**config.mk**
```make
export PLATFORM = sky130hd
export DESIGN_NAME = alu_cmd_ctrl_flat
export DESIGN_NICKNAME = d
export VERILOG_FILES = /design/src/rtl/alu_cmd_ctrl_if.sv /design/src/rtl/alu_cmd_ctrl.sv /design/src/flat_wrapper.sv
export SDC_FILE = /design/constraint.sdc
export NUM_CORES = 1
export LEC_CHECK = 0
export ABC_AREA = 1
export BUFFER_PORTS_ARGS = -buffer_cell sky130_fd_sc_hd__clkbuf_2
export CAP_MARGIN = 20
export CORE_MARGIN = 10
export CORE_UTILIZATION = 55
export DETAILED_ROUTE_END_ITERATION = 12
export HOLD_SLACK_MARGIN = 0.15
export PLACE_DENSITY = 0.84
export SYNTH_ARGS = -nofsm -noshare
export SYNTH_HDL_FRONTEND = slang
export SYNTH_SLANG_ARGS = --single-unit
```
**constraint.sdc**
```tcl
create_clock -name CLK -period 4 [get_ports CLK]
set_clock_uncertainty 0.2 [all_clocks]
set_input_delay 0.8 -clock CLK [delete_from_list [all_inputs] [get_ports CLK]]
set_output_delay 0.8 -clock CLK [all_outputs]
set_load 0.005 [all_outputs]
```
**src/rtl/alu_cmd_ctrl_if.sv**
```systemverilog
// Signal bundle between alu_cmd_ctrl and its neighbours: UART RX, UART TX and the ALU.
// The master modport is the command controller; slave is the surrounding logic.
interface alu_cmd_ctrl_if #(
  parameter int OPERAND_WIDTH = 8,
  parameter int RESULT_WIDTH  = 16
);
  logic [7:0]               RX_P_DATA;
  logic                     RX_D_VLD;
  logic [OPERAND_WIDTH-1:0] ALU_A;
  logic [OPERAND_WIDTH-1:0] ALU_B;
  logic [3:0]               ALU_FUN;
  logic                     ALU_EN;
  logic [RESULT_WIDTH-1:0]  ALU_OUT;
  logic                     ALU_OUT_Valid;
  logic [7:0]               TX_P_DATA;
  logic                     TX_D_VLD;
  logic                     TX_BUSY;
  logic                     CTRL_BUSY;

  modport master (
    input  RX_P_DATA, RX_D_VLD, ALU_OUT, ALU_OUT_Valid, TX_BUSY,
    output ALU_A, ALU_B, ALU_FUN, ALU_EN, TX_P_DATA, TX_D_VLD, CTRL_BUSY
  );

  modport slave (
    output RX_P_DATA, RX_D_VLD, ALU_OUT, ALU_OUT_Valid, TX_BUSY,
    input  ALU_A, ALU_B, ALU_FUN, ALU_EN, TX_P_DATA, TX_D_VLD, CTRL_BUSY
  );
endinterface

```
**src/rtl/alu_cmd_ctrl.sv**
```systemverilog
// UART-to-ALU command sequencer: parses CC/DD frames, pulses the ALU and returns the result.
// Define ALU_CTRL_TIMEOUT_EN to add the ALU_WAIT timeout counter and the SEND_ERR error byte.
module alu_cmd_ctrl #(
  parameter int OPERAND_WIDTH = 8,
  parameter int RESULT_WIDTH  = 16
`ifdef ALU_CTRL_TIMEOUT_EN
  ,
  parameter int         TIMEOUT  = 15,
  parameter logic [7:0] ERR_CODE = 8'hEE
`endif
) (
  input  logic           CLK,
  input  logic           RST,
  alu_cmd_ctrl_if.master bus
);

  localparam logic [7:0] CMD_LOAD  = 8'hCC;
  localparam logic [7:0] CMD_REUSE = 8'hDD;

  typedef enum logic [3:0] {
    IDLE,
    GET_A,
    GET_B,
    GET_FUN,
    ALU_RUN,
    ALU_WAIT,
    CAPTURE,
    SEND_LO,
    SEND_HI
`ifdef ALU_CTRL_TIMEOUT_EN
    ,
    SEND_ERR
`endif
  } state_e;

  state_e                   r_state;
  state_e                   w_state_nxt;
  logic [OPERAND_WIDTH-1:0] r_alu_a;
  logic [OPERAND_WIDTH-1:0] w_alu_a_nxt;
  logic [OPERAND_WIDTH-1:0] r_alu_b;
  logic [OPERAND_WIDTH-1:0] w_alu_b_nxt;
  logic [3:0]               r_alu_fun;
  logic [3:0]               w_alu_fun_nxt;
  logic [RESULT_WIDTH-1:0]  r_result;
  logic [RESULT_WIDTH-1:0]  w_result_nxt;
  logic [7:0]               r_tx_data;
  logic [7:0]               w_tx_data_nxt;
  logic                     r_tx_vld;
  logic                     w_tx_vld_nxt;

  // Transmit-side selection shared by every SEND_* state.
  logic                     w_send;
  logic [7:0]               w_tx_byte;
  state_e                   w_send_done;

`ifdef ALU_CTRL_TIMEOUT_EN
  localparam int CNT_W = $clog2(TIMEOUT + 1);
  logic [CNT_W-1:0] r_cnt;
  logic [CNT_W-1:0] w_cnt_nxt;
`endif

  // NOTE: synchronous reset lives inside the clocked block; state uses <= only so every
  // register samples the pre-edge value of every other register.
  always_ff @(posedge CLK) begin
    if (RST) begin
      r_state   <= IDLE;
      r_alu_a   <= '0;
      r_alu_b   <= '0;
      r_alu_fun <= '0;
      r_result  <= '0;
      r_tx_data <= '0;
      r_tx_vld  <= 1'b0;
`ifdef ALU_CTRL_TIMEOUT_EN
      r_cnt     <= '0;
`endif
    end else begin
      r_state   <= w_state_nxt;
      r_alu_a   <= w_alu_a_nxt;
      r_alu_b   <= w_alu_b_nxt;
      r_alu_fun <= w_alu_fun_nxt;
      r_result  <= w_result_nxt;
      r_tx_data <= w_tx_data_nxt;
      r_tx_vld  <= w_tx_vld_nxt;
`ifdef ALU_CTRL_TIMEOUT_EN
      r_cnt     <= w_cnt_nxt;
`endif
    end
  end

  // NOTE: every signal written here gets its hold value first, so no path leaves one
  // unassigned and no latch can be inferred.
  always_comb begin
    w_state_nxt   = r_state;
    w_alu_a_nxt   = r_alu_a;
    w_alu_b_nxt   = r_alu_b;
    w_alu_fun_nxt = r_alu_fun;
    w_result_nxt  = r_result;
    w_tx_data_nxt = r_tx_data;
    w_tx_vld_nxt  = r_tx_vld;
    w_send        = 1'b0;
    w_tx_byte     = '0;
    w_send_done   = IDLE;
`ifdef ALU_CTRL_TIMEOUT_EN
    w_cnt_nxt     = r_cnt;
`endif

    case (r_state)
      IDLE: begin
        if (bus.RX_D_VLD) begin
          if (bus.RX_P_DATA == CMD_LOAD) begin
            w_state_nxt = GET_A;
          end else if (bus.RX_P_DATA == CMD_REUSE) begin
            w_state_nxt = GET_FUN;
          end
        end
      end

      // Operand bytes are plain data here, even if they look like opcodes.
      GET_A: begin
        if (bus.RX_D_VLD) begin
          w_alu_a_nxt = bus.RX_P_DATA;
          w_state_nxt = GET_B;
        end
      end

      GET_B: begin
        if (bus.RX_D_VLD) begin
          w_alu_b_nxt = bus.RX_P_DATA;
          w_state_nxt = GET_FUN;
        end
      end

      GET_FUN: begin
        if (bus.RX_D_VLD) begin
          w_alu_fun_nxt = bus.RX_P_DATA[3:0];
          w_state_nxt   = ALU_RUN;
        end
      end

      ALU_RUN: begin
`ifdef ALU_CTRL_TIMEOUT_EN
        w_cnt_nxt   = '0;
`endif
        w_state_nxt = ALU_WAIT;
      end

      ALU_WAIT: begin
`ifdef ALU_CTRL_TIMEOUT_EN
        w_cnt_nxt = r_cnt + 1'b1;
        // Valid is tested first so it wins over a timeout in the same cycle.
        if (bus.ALU_OUT_Valid) begin
          w_state_nxt = CAPTURE;
        end else if (w_cnt_nxt == CNT_W'(TIMEOUT)) begin
          w_state_nxt = SEND_ERR;
        end
`else
        if (bus.ALU_OUT_Valid) begin
          w_state_nxt = CAPTURE;
        end
`endif
      end

      // The ALU registers its output, so the data trails Valid by one cycle.
      CAPTURE: begin
        w_result_nxt = bus.ALU_OUT;
        w_state_nxt  = SEND_LO;
      end

      SEND_LO: begin
        w_send      = 1'b1;
        w_tx_byte   = r_result[7:0];
        w_send_done = SEND_HI;
      end

      SEND_HI: begin
        w_send      = 1'b1;
        w_tx_byte   = r_result[15:8];
        w_send_done = IDLE;
      end

`ifdef ALU_CTRL_TIMEOUT_EN
      SEND_ERR: begin
        w_send      = 1'b1;
        w_tx_byte   = ERR_CODE;
        w_send_done = IDLE;
      end
`endif

      default: w_state_nxt = IDLE;
    endcase

    // Present a byte only into an idle transmitter; hold it until BUSY confirms acceptance.
    if (w_send) begin
      if (r_tx_vld) begin
        if (bus.TX_BUSY) begin
          w_tx_vld_nxt = 1'b0;
          w_state_nxt  = w_send_done;
        end
      end else if (!bus.TX_BUSY) begin
        w_tx_vld_nxt  = 1'b1;
        w_tx_data_nxt = w_tx_byte;
      end
    end
  end

  assign bus.ALU_A     = r_alu_a;
  assign bus.ALU_B     = r_alu_b;
  assign bus.ALU_FUN   = r_alu_fun;
  assign bus.ALU_EN    = (r_state == ALU_RUN);
  assign bus.TX_P_DATA = r_tx_data;
  assign bus.TX_D_VLD  = r_tx_vld;
  assign bus.CTRL_BUSY = (r_state != IDLE);

endmodule

```
**src/flat_wrapper.sv**
```systemverilog
// flat-port wrapper written by rule: the top's interface ports become plain ports
module alu_cmd_ctrl_flat 
#(
  parameter int OPERAND_WIDTH = 8,
  parameter int RESULT_WIDTH  = 16

)
  (CLK, RST, bus_RX_P_DATA, bus_RX_D_VLD, bus_ALU_OUT, bus_ALU_OUT_Valid, bus_TX_BUSY, bus_ALU_A, bus_ALU_B, bus_ALU_FUN, bus_ALU_EN, bus_TX_P_DATA, bus_TX_D_VLD, bus_CTRL_BUSY);
  alu_cmd_ctrl_if #(.OPERAND_WIDTH(OPERAND_WIDTH), .RESULT_WIDTH(RESULT_WIDTH)) bus_i ();
  input  logic CLK;
  input  logic RST;
  input wire logic [$bits(bus_i.RX_P_DATA)-1:0] bus_RX_P_DATA;
  input wire logic [$bits(bus_i.RX_D_VLD)-1:0] bus_RX_D_VLD;
  input wire logic [$bits(bus_i.ALU_OUT)-1:0] bus_ALU_OUT;
  input wire logic [$bits(bus_i.ALU_OUT_Valid)-1:0] bus_ALU_OUT_Valid;
  input wire logic [$bits(bus_i.TX_BUSY)-1:0] bus_TX_BUSY;
  output wire logic [$bits(bus_i.ALU_A)-1:0] bus_ALU_A;
  output wire logic [$bits(bus_i.ALU_B)-1:0] bus_ALU_B;
  output wire logic [$bits(bus_i.ALU_FUN)-1:0] bus_ALU_FUN;
  output wire logic [$bits(bus_i.ALU_EN)-1:0] bus_ALU_EN;
  output wire logic [$bits(bus_i.TX_P_DATA)-1:0] bus_TX_P_DATA;
  output wire logic [$bits(bus_i.TX_D_VLD)-1:0] bus_TX_D_VLD;
  output wire logic [$bits(bus_i.CTRL_BUSY)-1:0] bus_CTRL_BUSY;
  assign bus_i.RX_P_DATA = bus_RX_P_DATA;
  assign bus_i.RX_D_VLD = bus_RX_D_VLD;
  assign bus_i.ALU_OUT = bus_ALU_OUT;
  assign bus_i.ALU_OUT_Valid = bus_ALU_OUT_Valid;
  assign bus_i.TX_BUSY = bus_TX_BUSY;
  assign bus_ALU_A = bus_i.ALU_A;
  assign bus_ALU_B = bus_i.ALU_B;
  assign bus_ALU_FUN = bus_i.ALU_FUN;
  assign bus_ALU_EN = bus_i.ALU_EN;
  assign bus_TX_P_DATA = bus_i.TX_P_DATA;
  assign bus_TX_D_VLD = bus_i.TX_D_VLD;
  assign bus_CTRL_BUSY = bus_i.CTRL_BUSY;
  alu_cmd_ctrl #(.OPERAND_WIDTH(OPERAND_WIDTH), .RESULT_WIDTH(RESULT_WIDTH)) u_core (.CLK(CLK), .RST(RST), .bus(bus_i));
endmodule
```
Word-level counts from Yosys, hierarchy flattened
Cells that the tools add are included.
{"block": "op_classes", "n_eq_ne": 10, "reduce_logical": 7, "bitwise": 2, "muxes": 15}
{"cell": "4-bit two-way mux", "count": 11}
{"cell": "4-bit case mux with 8 select lines", "count": 1}
{"cell": "4-bit by 3-bit equality test with 1-bit output (second input constant)", "count": 4}
{"cell": "8-bit equality test (second input constant)", "count": 2}
{"cell": "8-bit case mux with 2 select lines", "count": 1}
{"cell": "4-bit by 2-bit equality test with 1-bit output (second input constant)", "count": 2}
{"cell": "2-bit AND reduction", "count": 3}
{"cell": "4-bit by 1-bit equality test with 1-bit output (second input constant)", "count": 1}
{"cell": "4-bit equality test (second input constant)", "count": 1}
{"cell": "4-bit zero test", "count": 1}
{"cell": "4-bit nonzero test", "count": 1}
{"cell": "3-bit AND reduction", "count": 1}
{"cell": "1-bit two-way mux", "count": 2}
{"cell": "1-bit inverter", "count": 2}
{"cell": "2-bit OR reduction", "count": 1}
{"block": "totals", "input_bits": 29, "regBits": 49, "out_inout_bits": 31, "elab_cells": 41}

Logic depth before layout (Yosys ltp)
Gate-level depths: netlist of run 1.
{"block": "logic_depth", "ltp_word": 8, "depth_mapped": 8, "ltp_nobuf": 8}

Worst setup path before layout of run 1
No wires, ideal clock.
{"block": "synth_timing", "path_type": "register -> output", "start": "register u_core.r_state[3]", "end": "output port bus_CTRL_BUSY", "path_stages_with_launch": 5, "slack_ns": 2.141, "arrival_ns": 0.859, "path_buffers": 0, "path_cell_list": "dfxtp_1 -> nor2_4 -> inv_2 -> nor2_1 -> inv_1"}
{"block": "synth_via", "elab_chain_cells": 1}
{"element": "start: declaration", "line": "alu_cmd_ctrl.sv:36", "text": "state_e r_state;"}
{"element": "start signal: assignment", "line": "alu_cmd_ctrl.sv:77", "text": "r_state <= w_state_nxt;"}
{"element": "4-bit nonzero test", "line": "alu_cmd_ctrl.sv:212", "text": "assign bus.CTRL_BUSY = (r_state != IDLE);"}
{"element": "end: declaration", "line": "flat_wrapper.sv:23", "text": "output wire logic [$bits(bus_i.CTRL_BUSY)-1:0] bus_CTRL_BUSY;"}
No other way between the ends.

Final worst setup path of run 1
Same ends and word-level chain as after synthesis.

==> summary.txt, run 1 <==
Outcome
  – Status: completed

Floorplan
  – Initial Util: 0.575
  – Die Ht: 82.3 um
  – Num rows: 22
  – Ports: 60
  – Die footprint: between 0.006 and 0.007 mm2
  – Core box area: 0.00372 mm2
  – Die Wd: 82.3 um

Logic synthesis
  – Synth Register Bits: between 40 and 50
  – Post-synth top flop: dfxtp_1
  – Synthesis warning total: 0
  – Syn Inst Count: 281
  – Netlist cell types: 27
  – Post-synth EDFFs: 0
  – Mean post-synth cell area: 7.61 um2
  – Mapped Area: around 0.0021 mm2
  – Syn_nets: 310
  – Post-synth ARST share: 0
  – Sequential area share after synthesis: 0.459

Timing
  – RSZ-0062 raised after global routing: false
  – Worst slew pin tran: 0.980 ns
  – Final setup viols: 0
  – Final count of pins violating max slew: 0
  – Final Hold Viols: 0
  – Fin crit share: 0.615
  – Slew margin rel.: 0.346
  – Setup TNS: 0 ns
  – Setup slack after layout: 1.54 ns
  – Fmax achieved: 407 MHz
  – Fin crit period: about 2.5 ns

Place
  – IO Port Bufs: 59
  – Dpl hpwl: 3910 um
  – Worst slack, placed: 1.65 ns
  – Dpl cells: roughly 380
  – RD Place Congestion: ~0.81

Clock network
  – TritonCTS buffer count: 5
  – # hold bufs at CTS: 0
  – CTS tree: yes
  – Clock Sink Count: 49
  – Clock tree root buffer cell: clkbuf_8
  – H-tree depth: 2
  – Setup repair bufs after CTS: 0
  – Clock latency at the later pin of the worst-skew pair: 0.30 ns
  – Clock-pin transition on the worst setup and hold timing paths: 0.09 ns
  – Max clock buf depth: 2
  – Post-CTS sizing: 0

Final layout
  – Multi-input logic area: 0.00102 mm2
  – Nets: around 370
  – # fillers: 339
  – Area grow syn2layout: 19.7%
  – Antenna Cells: 0
  – Register area: 981 um2
  – Layout cell share with drive strength beyond 1: 0.273
  – Non-filler cells, final: 389

Critical path
  – CP cell instances: nor2_4 > inv_2 > nor2_1 > inv_1 > clkbuf_2
  – Worst reg2reg path depth: 7
  – Worst path depth: 5
  – R2R Setup Slk: 2.42 ns
  – CP max-delay cell: dfxtp_1
  – Reg-to-reg startpoint: u_core.r_state[3]
  – CP Launch Type: flip-flop
  – Cell family with most CP delay: simple AND/OR/NAND/NOR gates
  – Worst setup EP type: output port
  – Crit Path Class: reg2out
  – CP max FO: 5
  – Critical path buffers and inverters: 3
  – Arrival time at the worst endpoint: 1.46 ns
  – Reg2reg end: u_core.bus.TX_P_DATA[2]
  – CP max stage delay: 0.42 ns
  – Crit path required time: 3.00 ns

Drt
  – Via density: 5.07
  – WL met1: 2310 um
  – Avg WL per Cell: 13.5 um
  – Top Metal Used: met4
  – WL met2: 2470 um
  – Via count: 1972
  – WL met3: between 300 and 400 um
  – Number of remaining DRC errors: 0
  – DRT Pass-1 Iters: 5
  – Antenna Nets Post-Route: 0
  – Total Wirelength: 5240 um
  – Drt initial violations: 162

Run
  – Max cap viols: 0

Global routing
  – Initial antenna violation count: 0
  – Largest net degree at the start of global routing: 42
  – First-pass GRT wire length: 8610 um
  – Vias in the first global route: 1834
  – Total Routing Usage GR: 0.161
  – GRT overflow: 0

Pwr
  – Pwr dens: 398 mW/mm2
  – Maximum vdd drop: about 0.00022 V
  – Pleak: 0.00116 uW

Min path
  – Worst Hold Class: reg2reg
  – Worst Hold End: u_core.r_result[7]
  – Startpoint of the worst hold path: u_core.r_result[7]
  – Hold Path Stages: 2
per-layer routing:
metal	vias to the layer above	global-route usage
li1	1025	-
met1	878	0.211
met2	60	0.247
met3	9	0.0443
met4	0	0.0629
met5	-	0
layout by cell type (no fill, tap or decap):
| cell | synthesis | layout |
|---|---|---|
| nor2_1 | 66 | 66 |
| o21ai_1 | 17 | 17 |
| a21oi_1 | 23 | 23 |
| inv_2 | 6 | 6 |
| inv_4 | 1 | 1 |
| nand3_4 | 3 | 3 |
| inv_6 | 1 | 1 |
| nand2_4 | 1 | 1 |
| nor3_1 | 1 | 1 |
| nand3_1 | 11 | 11 |
| bufinv_16 | 0 | 1 |
| nor2_4 | 5 | 5 |
| clkinv_2 | 1 | 1 |
| nand4_4 | 1 | 1 |
| dfxtp_1 | 49 | 49 |
| clkbuf_8 | 0 | 6 |
| clkbuf_1 | 3 | 1 |
| o21ai_0 | 23 | 23 |
| nand2_8 | 2 | 2 |
| clkbuf_2 | 0 | 59 |
| nand2_2 | 2 | 2 |
| nand3_2 | 1 | 1 |
| inv_1 | 12 | 12 |
| o22ai_1 | 1 | 1 |
| nand2_1 | 44 | 44 |
| nor2_2 | 3 | 3 |
worst max-delay path by stage:
stage,start,end,slack (ns)
6_report,u_core.r_state[3],bus_CTRL_BUSY,1.54
4_1_cts,u_core.r_state[3],bus_CTRL_BUSY,1.53
3_5_place_dp,RST,u_core.r_result[7],1.65
5_1_grt,u_core.r_state[3],bus_CTRL_BUSY,1.44
2_1_floorplan,u_core.r_state[3],bus_CTRL_BUSY,2.14
3_3_place_gp,RST,u_core.r_result[1],1.71
area by class of cell:
cell class	count	share of cell area
clock inverter	1	0.0117
timing repair buffer	59	0.115
sequential	49	0.384
inverter	21	0.0342
multi-input combinational	204	0.398
clock buffer	7	0.0338
tap	48	0.0235
registers in the layout, summed over array words and instances, names as in the netlist:
signal	cells
u_core.bus.ALU_A	8
u_core.bus.ALU_B	8
u_core.bus.ALU_FUN	4
u_core.bus.TX_D_VLD	1
u_core.bus.TX_P_DATA	8
u_core.r_result	16
u_core.r_state	4
cell usage after synthesis, types with 2 or more instances:
master	n	area (um2)
nor2_2	3	18.8
o21ai_1	17	85.1
inv_2	6	22.5
dfxtp_1	49	981
inv_1	12	45.0
nand3_4	3	52.6
clkbuf_1	3	11.3
o21ai_0	23	115
nand3_1	11	55.1
a21oi_1	23	115
nand2_2	2	12.5
nor2_4	5	56.3
nand2_1	44	165
nor2_1	66	248
nand2_8	2	40.0
power breakdown:
group	switching, uW	internal [uW]
combinational	82.5	52.0
sequential	14.8	507
clock	157	204
total	255	762
cells by family (layout without fill, tap and decap cells):
logic type             count (synthesis)  count (layout)  synth area share
AND/OR/NAND/NOR                      140             140             0.326
AO/OA/AOI/OAI                         64              64             0.150
flip-flops                            49              49             0.459
buffers and inverters                 28              88            0.0650
through the flow:
stage | hold WS, ns | utilization | total power (uW) | area, um2
final | 0.262 | 0.688 | 1020 | 2560
after global routing | 0.289 | 0.688 | 1060 | 2560
after CTS | 0.268 | 0.688 | 1020 | 2560
after detailed placement | 0.254 | 0.657 | 667 | 2440
after global placement | 0.247 | 0.657 | 664 | 2440
after floorplan | 0.230 | - | 613 | 2140
worst min-delay path: cells and delay by family (launching register included):
family,cells,cell delay [ns]
AOI/OAI and AO/OA,1,0.06
buffers and inverters,1,0.06
DFF,1,0.30
Note: power is estimated with default switching activity, not from simulation.
==> inputs of run 2 (changes only) <==
--- a/config.mk
+++ b/config.mk
@@ -9,10 +9,10 @@
 export BUFFER_PORTS_ARGS = -buffer_cell sky130_fd_sc_hd__clkbuf_2
 export CAP_MARGIN = 20
 export CORE_MARGIN = 10
-export CORE_UTILIZATION = 55
+export CORE_UTILIZATION = 51
 export DETAILED_ROUTE_END_ITERATION = 12
 export HOLD_SLACK_MARGIN = 0.15
-export PLACE_DENSITY = 0.84
+export PLACE_DENSITY = 0.78
 export SYNTH_ARGS = -nofsm -noshare
 export SYNTH_HDL_FRONTEND = slang
 export SYNTH_SLANG_ARGS = --single-unit
==> constraint.sdc (replaced) <==
create_clock -name CLK -period 2.45 [get_ports CLK]
set_clock_uncertainty 0.2 [all_clocks]
set_input_delay 0.49 -clock CLK [delete_from_list [all_inputs] [get_ports CLK]]
set_output_delay 0.49 -clock CLK [all_outputs]
set_load 0.005 [all_outputs]
==> run 2 against run 1 <==
Compared with the run above:
- global-route usage is 1.9 points lower
- largest power group unchanged
- final cell count rose by 0.77%
- sequential share of layout area grew 0.30 points
==> summary.txt, run 2 (same netlist as run 1, synthesis figures left out) <==
Place
  – Dpl hpwl: 3960 um (+1.3%)
  – IO Port Bufs: 59 (unchanged)
  – Dpl cells: 384 (+0.79%)
  – RD Place Congestion: 0.827 (+2.4%)

Drt
  – Total Wirelength: 5230 um (about the same)
  – Via density: 4.96 (-2.2%)
  – Number of remaining DRC errors: 0 (unchanged)
  – Avg WL per Cell: 13.3 um (-0.86%)
  – Antenna Nets Post-Route: 0 (unchanged)
  – Via count: 1944 (-1.4%)
  – DRT Pass-1 Iters: 5 (unchanged)
  – Drt initial violations: 130 (-20%)

Final layout
  – Layout cell share with drive strength beyond 1: 0.278 (+0.00505)
  – Area grow syn2layout: 18.7%
  – Largest reg by FF count: u_core.r_result
  – Antenna Cells: 0 (unchanged)
  – Most common cell after layout, fill and taps aside: nor2_1
  – Max reg flops: 16 (unchanged)
  – Most frequent cells in the layout: nor2_1, clkbuf_2, dfxtp_1, nand2_1
  – Non-filler cells, final: 392 (+0.77%)
  – Nets: 370 (+0.27%)
  – Fin util: 0.630 (-0.0584)
  – # fillers: 385 (+14%)

Timing
  – RSZ-0062 raised after global routing: false
  – Fin crit share: 0.832
  – Slew margin rel.: 0.724 (+0.378)
  – Setup TNS: 0 ns (unchanged)
  – Fin crit period: 2.04 ns
  – Final Hold Viols: 0 (unchanged)
  – Final setup viols: 0 (unchanged)
  – Worst hold slack: 0.212 ns (-0.0504 ns)
  – Worst slew pin tran: 0.414 ns (-0.566 ns)
  – Final count of pins violating max slew: 0 (unchanged)
  – Fmax achieved: 490 MHz

Pwr
  – Pwr dens: 607 mW/mm2 (+53%)
  – Int Power: 1110 uW (+46%)
  – Sw frac: 0.280 (+0.0293)
  – Clk network pwr share: 0.305 (-0.050)
  – Combinational group share of total power: 0.141 (+0.009)
  – Sequential share of power: 0.554 (+0.041)
  – Maximum vdd drop: 0.000269 V (+21%)
  – Net Switching: 431 uW (+69%)
  – Pleak: 0.00115 uW (-0.84%)

Critical path
  – R2R Setup Slk: 0.92 ns (-1.50 ns)
  – CP max FO: 5 (unchanged)
  – Worst setup EP type: output port
  – Crit path required time: 1.76 ns (-1.24 ns)
  – Crit Path Class: reg2out
  – Arrival time at the worst endpoint: 1.35 ns (-0.11 ns)
  – Reg-to-reg startpoint: u_core.r_state[1]
  – CP Launch Type: flip-flop
  – Worst reg2reg path depth: 6 (-1)
  – Reg2reg end: u_core.r_result[8]
  – CP max-delay cell: dfxtp_1
  – CP max stage delay: 0.42 ns (about the same)
  – CP cell instances: nor2_4 > inv_2 > nor2_1 > inv_1 > clkbuf_2

Min path
  – Startpoint of the worst hold path: bus_ALU_OUT[12]
  – Worst Hold End: u_core.r_result[12]
  – Hold Path Stages: 3 (+1)
  – Worst Hold Class: in2reg

Run
  – Max cap viols: 0 (unchanged)

Global routing
  – First-pass GRT wire length: 8490 um (-1.4%)
  – GRT overflow: 0 (unchanged)
  – Vias in the first global route: 1830 (-0.22%)
  – Largest net degree at the start of global routing: 26 (-38%)
  – Initial antenna violation count: 0 (unchanged)
  – Total Routing Usage GR: 0.142 (-0.0195)

Clock network
  – Clock Sink Count: 49 (unchanged)
  – # hold bufs at CTS: 0 (unchanged)
  – Post-CTS sizing: 0 (unchanged)
  – Setup repair bufs after CTS: 0 (unchanged)
  – TritonCTS buffer count: 5 (unchanged)
  – Clock tree root buffer cell: clkbuf_8
  – CTS tree: yes
  – H-tree depth: 2 (unchanged)
  – Clock-pin transition on the worst setup and hold timing paths: 0.09 ns (about the same)
  – Clock latency at the later pin of the worst-skew pair: 0.30 ns (about the same)
  – Max clock buf depth: 2 (unchanged)

Outcome
  – Status: completed

Floorplan
  – Initial Util: 0.530 (-0.0446)
  – Die footprint: 0.00718 mm2 (+5.9%)
  – Ports: 60 (unchanged)
  – Die Wd: 84.7 um (+2.9%)
  – Core box area: 0.00403 mm2 (+8.4%)
  – Num rows: 23 (+4.5%)
  – Die Ht: 84.7 um (+2.9%)
## run 2: changes by cell type in the layout (fill, tap and decap cells not counted)
cell        previous run  this run
clkinv_2               1         3
clkbuf_1               1         0
buf_4                  0         1
clkbuf_8               6         5
bufinv_16              1         0
clkinvlp_4             0         1
## run 2: through the flow
step / cell area (um2) / power, uW / setup slack (ns)
after floorplan: 2140 / 1000 / 0.901
after CTS: 2540 / 1560 / 0.388
after detailed placement: 2450 / 1090 / 0.636
after global routing: 2540 / 1610 / 0.280
after global placement: 2450 / 1080 / 0.668
final: 2540 / 1540 / 0.411
## run 2: final cells by class
| cell class | instances | area [um2] | area share |
|---|---|---|---|
| repair buffers | 60 | 303 | 0.119 |
| multi-input cells | 204 | 1020 | 0.401 |
| well taps | 50 | 62.6 | 0.0247 |
| flip-flops and latches | 49 | 981 | 0.387 |
| clock inverters | 3 | 17.5 | 0.00690 |
| inverters | 21 | 87.6 | 0.0345 |
| clock buffers | 5 | 68.8 | 0.0271 |
## run 2: worst max path at each step
stage                      startpoint                  to  slack [ns]  depth (start not counted)
floorplan           u_core.r_state[3]       bus_CTRL_BUSY        0.90                          4
global placement                  RST   u_core.r_state[3]        0.67                          5
detailed placement                RST  u_core.r_result[7]        0.64                          5
CTS                 u_core.r_state[3]       bus_CTRL_BUSY        0.39                          5
global route        u_core.r_state[3]       bus_CTRL_BUSY        0.28                          5
finish              u_core.r_state[3]       bus_CTRL_BUSY        0.41                          5
## run 2: layer usage
metal,vias to the layer above,GRT usage,wire length [um]
met4,0,0.0629,107
met1,836,0.175,2350
met5,-,0,0
met3,11,0.0473,367
li1,1039,-,-
met2,58,0.220,2410
## run 2: power by group through the flow
stage          sequential, uW  clock [uW]  combinational [uW]
2_1_floorplan             870           0                 131
3_3_place_gp              870           0                 215
3_5_place_dp              872           0                 218
4_1_cts                   853         484                 219
5_1_grt                   856         507                 248
6_report                  853         470                 217
## run 2: worst max-delay path, delay by kind of cell, from the launching register on
family | cells | cell delay, ns
buffers and inverters | 3 | 0.25
flip-flops | 1 | 0.42
AND/OR/NAND/NOR | 2 | 0.38
